[src/rtl/pll_top_pkg.sv]
// rtl/pll_top_pkg.sv - shared constants, lock FSM states and divider enable helper for pll_top
package pll_top_pkg;

    localparam int NUM_OUT = 6;
    localparam int LED_BIT = 3;
    localparam int PRESC_W = 3;
    localparam int DIV_RATIO [NUM_OUT] = '{1, 1, 2, 2, 4, 8};

    typedef enum logic [1:0] {
        ST_PWRDN   = 2'd0,
        ST_ACQUIRE = 2'd1,
        ST_LOCKED  = 2'd2
    } lock_state_e;

    // Divide-by-D fires when the low log2(D) prescaler bits are all ones.
    function automatic logic div_enable(input int div, input logic [PRESC_W-1:0] presc);
        logic [PRESC_W-1:0] mask;
        mask = PRESC_W'(div - 1);
        return (presc & mask) == mask;
    endfunction

endpackage

[src/rtl/pll_top_div_counter.sv]
// rtl/pll_top_div_counter.sv - wrapping output counter with clear and enable, exposing one tap bit
module pll_top_div_counter #(
    parameter int CNT_W   = 24,
    parameter int TAP_BIT = 3
) (
    input  logic clk,
    input  logic rst_n,
    input  logic clr,
    input  logic en,
    output logic tap
);

    logic [CNT_W-1:0] count;

    always_ff @(posedge clk or negedge rst_n) begin
        if (!rst_n) begin
            count <= '0;
        end else if (clr) begin
            count <= '0;
        end else if (en) begin
            count <= count + 1'b1;
        end
    end

    assign tap = count[TAP_BIT];

endmodule

[src/rtl/pll_top.sv]
// rtl/pll_top.sv - PLL emulation: lock FSM, prescaler and six divided LED counters (option: PLL_TOP_PWRDWN_SYNC_EN)
module pll_top
    import pll_top_pkg::*;
#(
    parameter int LOCK_CYCLES = 40,
    parameter int CNT_W       = 24
) (
    input  logic       clk,
    input  logic       rst_n,
    input  logic       pwrdwn,
    output logic [6:0] led
);

    localparam int LCW = (LOCK_CYCLES > 1) ? $clog2(LOCK_CYCLES) : 1;
    localparam logic [LCW-1:0] LOCK_LAST = LCW'(LOCK_CYCLES - 1);

    logic pd;

`ifdef PLL_TOP_PWRDWN_SYNC_EN
    // Resets to "powered down" so nothing runs until the switch is seen low twice.
    logic [1:0] pd_sync;

    always_ff @(posedge clk or negedge rst_n) begin
        if (!rst_n) begin
            pd_sync <= 2'b11;
        end else begin
            pd_sync <= {pd_sync[0], pwrdwn};
        end
    end

    assign pd = pd_sync[1];
`else
    assign pd = pwrdwn;
`endif

    lock_state_e      state, state_nxt;
    logic [LCW-1:0]   lock_cnt, lock_cnt_nxt;
    logic             locked;
    logic [PRESC_W-1:0] presc;

    always_ff @(posedge clk or negedge rst_n) begin
        if (!rst_n) begin
            state    <= ST_PWRDN;
            lock_cnt <= '0;
        end else begin
            state    <= state_nxt;
            lock_cnt <= lock_cnt_nxt;
        end
    end

    // Counting starts on the first edge with power-down low, even from ST_PWRDN.
    always_comb begin
        state_nxt    = state;
        lock_cnt_nxt = lock_cnt;
        if (pd) begin
            state_nxt    = ST_PWRDN;
            lock_cnt_nxt = '0;
        end else begin
            case (state)
                ST_PWRDN, ST_ACQUIRE: begin
                    if (lock_cnt == LOCK_LAST) begin
                        state_nxt = ST_LOCKED;
                    end else begin
                        state_nxt    = ST_ACQUIRE;
                        lock_cnt_nxt = lock_cnt + 1'b1;
                    end
                end
                default: state_nxt = state;
            endcase
        end
    end

    assign locked = (state == ST_LOCKED);

    always_ff @(posedge clk or negedge rst_n) begin
        if (!rst_n) begin
            presc <= '0;
        end else if (pd || !locked) begin
            presc <= '0;
        end else begin
            presc <= presc + 1'b1;
        end
    end

    for (genvar i = 0; i < NUM_OUT; i++) begin : g_out
        logic en;
        assign en = locked && !pd && div_enable(DIV_RATIO[i], presc);

        pll_top_div_counter #(
            .CNT_W   (CNT_W),
            .TAP_BIT (LED_BIT)
        ) u_cnt (
            .clk   (clk),
            .rst_n (rst_n),
            .clr   (pd),
            .en    (en),
            .tap   (led[i])
        );
    end

    assign led[6] = locked;

endmodule

[config.mk]
export PLATFORM = sky130hd
export DESIGN_NAME = pll_top
export DESIGN_NICKNAME = d
export VERILOG_FILES = /design/src/rtl/pll_top_pkg.sv /design/src/rtl/pll_top_div_counter.sv /design/src/rtl/pll_top.sv
export SDC_FILE = /design/constraint.sdc
export NUM_CORES = 1
export LEC_CHECK = 0
export CAP_MARGIN = 20
export CELL_PAD_IN_SITES_DETAIL_PLACEMENT = 1
export CELL_PAD_IN_SITES_GLOBAL_PLACEMENT = 1
export CORE_AREA = 2 2 48 94
export DETAILED_ROUTE_END_ITERATION = 10
export DIE_AREA = 0 0 50 96
export DONT_BUFFER_PORTS = 1
export PLACE_DENSITY = 0.72
export SLEW_MARGIN = 20
export SYNTH_ARGS = -nofsm -noshare
export SYNTH_HDL_FRONTEND = slang
export SYNTH_SLANG_ARGS = --single-unit
[constraint.sdc]
create_clock -name clk -period 2.1 [get_ports clk]
set_clock_uncertainty 0.2 [all_clocks]
set_input_delay 0.21 -clock clk [delete_from_list [all_inputs] [get_ports clk]]
set_output_delay 0.21 -clock clk [all_outputs]
set_load 0.005 [all_outputs]
==> out/metrics.cfg <==
[timing]
maxSlewViolCount=0
setup_tns_ns=0
setup_viol=0
fmax_ghz=0.538
rsz0062_at_grt=no
post-route-period-util_pct=88.5
hold_violations=0
min_period_ns=1.86
slew_headroom_pct=38.7
tightestPinTransition_ns=0.917

[layout]
n_fill_cell=453
seq_area_um2=876
layout.nets=180
drive_gt1_share_pct=7.69
fin_area_mm2=0.00191
layout_commonest_cell=dfrtp_1
diodes=0
layout_common_cells=35 x dfrtp_1, 19 x nand2_1, 12 x nor2_1
syn2layout_area_growth_pct=7.92
multi_input_area_um2=783

[cts]
htree_levels=2
cts-resized-gates=0
worst_skew_pair.late_latency_ns=0.29
clk_pin_slew_ns=0.08
numCtsBuffers=5
cts-root-buf=clkbuf_8
cts_tree=built
clockBufferDepth=2
cts.sinks=35

[synth]
synth_area_mm2=0.00177
synth-compound-area-share_pct=9.05
avgSynthCellArea_um2=10.4
synth_cells=170
ys_ff_latch=35
synth_nets=182
seq_area_frac_synth_pct=49.5
synth_warnings=0
async_flop_share_pct=100
ys_types=37
yosys.area.top_type_share_pct=49.5
synth.area.top_cells=dfrtp_1 49%, ha_1 6.4%, xor2_1 4.5%
synth_top_family_by_area=simple AND/OR/NAND/NOR gates
synth_edf_count=0
muxShareOfSynthArea_pct=2.26
synth_simple_gate_area_share_pct=21.1
synthFlopType=dfrtp_1
yosys.area.top_type=dfrtp_1
synth_xor_area_share_pct=5.44
synth_fa_ha_area_share_pct=6.36

[job]
drv_cap=0

[worst_setup_path]
ff2ff_setup_slack_ns=0.24
crit_fanout=4
reg2reg_from=presc[0]
reg2reg_depth=5
arrival_ns=1.86
cp.required_ns=2.10
end_kind=register
crit_type=reg2reg
critPathLaunchType=register
worstReg2RegEnd=g_out[5].u_cnt.count[3]

[floorplanning]
rows=33
die_y_um=96
initial_core_util_pct=43.3
fp.dieW_um=50
core-area_mm2=0.00409
ios=10
dieArea_mm2=0.00480

[worst_hold_path]
min_to=lock_cnt[0]
min-delay-start=pwrdwn
hp-class=in2reg
holdPathStages=3

[detailed_routing]
wl_per_cell_um=17.1
ant_nets=0
wl_met3_um=86
top_layer=met4
dr.first_iter.drc_count=15
vias_per_cell=5.67
dr_wl_met2_um=2160
num_vias=1252
drc=0
totalWireLength_um=3780
wl_met1_um=1470
dr.pass1.iters=4

[global_route]
antenna_found_initial=0
grt_pass1_wl_um=6340
grt_pass1_vias=1347
grt_overflow_total=0
grt_use_total_pct=17.8
grt_max_degree=36

[power_and_ir_drop]
switching_share_pct=23.8
p_int_w=0.00113
ir_worst_vdd_uv=530
p_leak_nw=0.897
p_sw_w=0.000353
p_comb_share_pct=7.8
pwr-share-clk_pct=42.6
p_seq_share_pct=49.7
powerDensity_mw_per_mm2=776

[place]
hpwl_um=2580
port_buffers=0
place_congestion=0.666
dpl-instance-area_mm2=0.00174

[outcome]
status=completed

## final cells by class
class	instances	area share [%]
clock buffer	6	4.32
clock inverter	2	1.83
inverter	3	0.589
multi-input combinational	118	41.0
sequential	35	45.8
tap	52	3.41
timing repair buffer	5	3.01
## synthesized netlist by cell type, drive strengths merged, types with 4 or more instances
library cell / instances
nand3: 7
a21oi: 11
nand2: 19
or3: 5
nand3b: 5
buf: 12
nand4b: 5
mux2i: 4
ha: 9
dfrtp: 35
o21ai: 8
nor2: 12
xor2: 9
## power by group through the flow
stage	registers, W	logic, W	clock network [W]
detailed placement	0.000748	0.0000876	0
floorplan	0.000739	0.0000728	0
finish	0.000736	0.000115	0.000631
CTS	0.000736	0.000117	0.000647
global route	0.000741	0.000131	0.000670
global placement	0.000745	0.0000735	0
## state kept, by name, indices dropped and copies added (netlist names)
signal,cells
g_out.u_cnt.count,24
lock_cnt,6
state,2
presc,3
## how the worst max path moves through the flow
stage / endpoint / cells past startpoint / slack, ns / start
floorplan: g_out[5].u_cnt.count[3] / 5 / 0.47 / presc[0]
global placement: g_out[5].u_cnt.count[3] / 5 / 0.39 / presc[0]
detailed placement: g_out[5].u_cnt.count[3] / 5 / 0.27 / presc[0]
CTS: g_out[5].u_cnt.count[3] / 5 / 0.23 / presc[0]
global route: g_out[5].u_cnt.count[3] / 5 / 0.13 / presc[0]
finish: g_out[5].u_cnt.count[3] / 5 / 0.24 / presc[0]
## worst max-delay path, cell delays in order (launching register included)
cell,delay [ns]
dfrtp_1,0.39
ha_1,0.24
ha_1,0.22
nand3b_1,0.18
or3_1,0.40
a21oi_1,0.14
## logic make-up after synthesis
logic type               Yosys count
multiplexers                       4
AO/OA/AOI/OAI                     27
flip-flops                        35
buffers and inverters             17
AND/OR/NAND/NOR                   67
XOR/XNOR                          11
adder cells (fa/ha/maj)            9
## layer usage
metal | track usage (%) | vias up
met2 | 32.6 | 13
met5 | 0 | -
li1 | - | 583
met4 | 7.87 | 0
met1 | 18.6 | 650
met3 | 4.66 | 6
## metrics by stage
stage	utilization [%]	std cells	setup WS (ns)	hold WS, ns	total power (W)
finish	46.7	221	0.241	0.0215	0.00148
global route	46.7	221	0.127	0.0180	0.00154
CTS	46.7	221	0.235	0.0147	0.00150
detailed placement	42.6	209	0.273	-0.285	0.000836
global placement	42.6	209	0.388	-0.285	0.000819
floorplan	-	170	0.470	-0.286	0.000812
## repair_timing
item	in CTS	in global routing
hold buffers	4	0
hold endpoints to repair	59	0
buffers inserted	0	0
No activity file was read; power rests on OpenSTA's default activity.
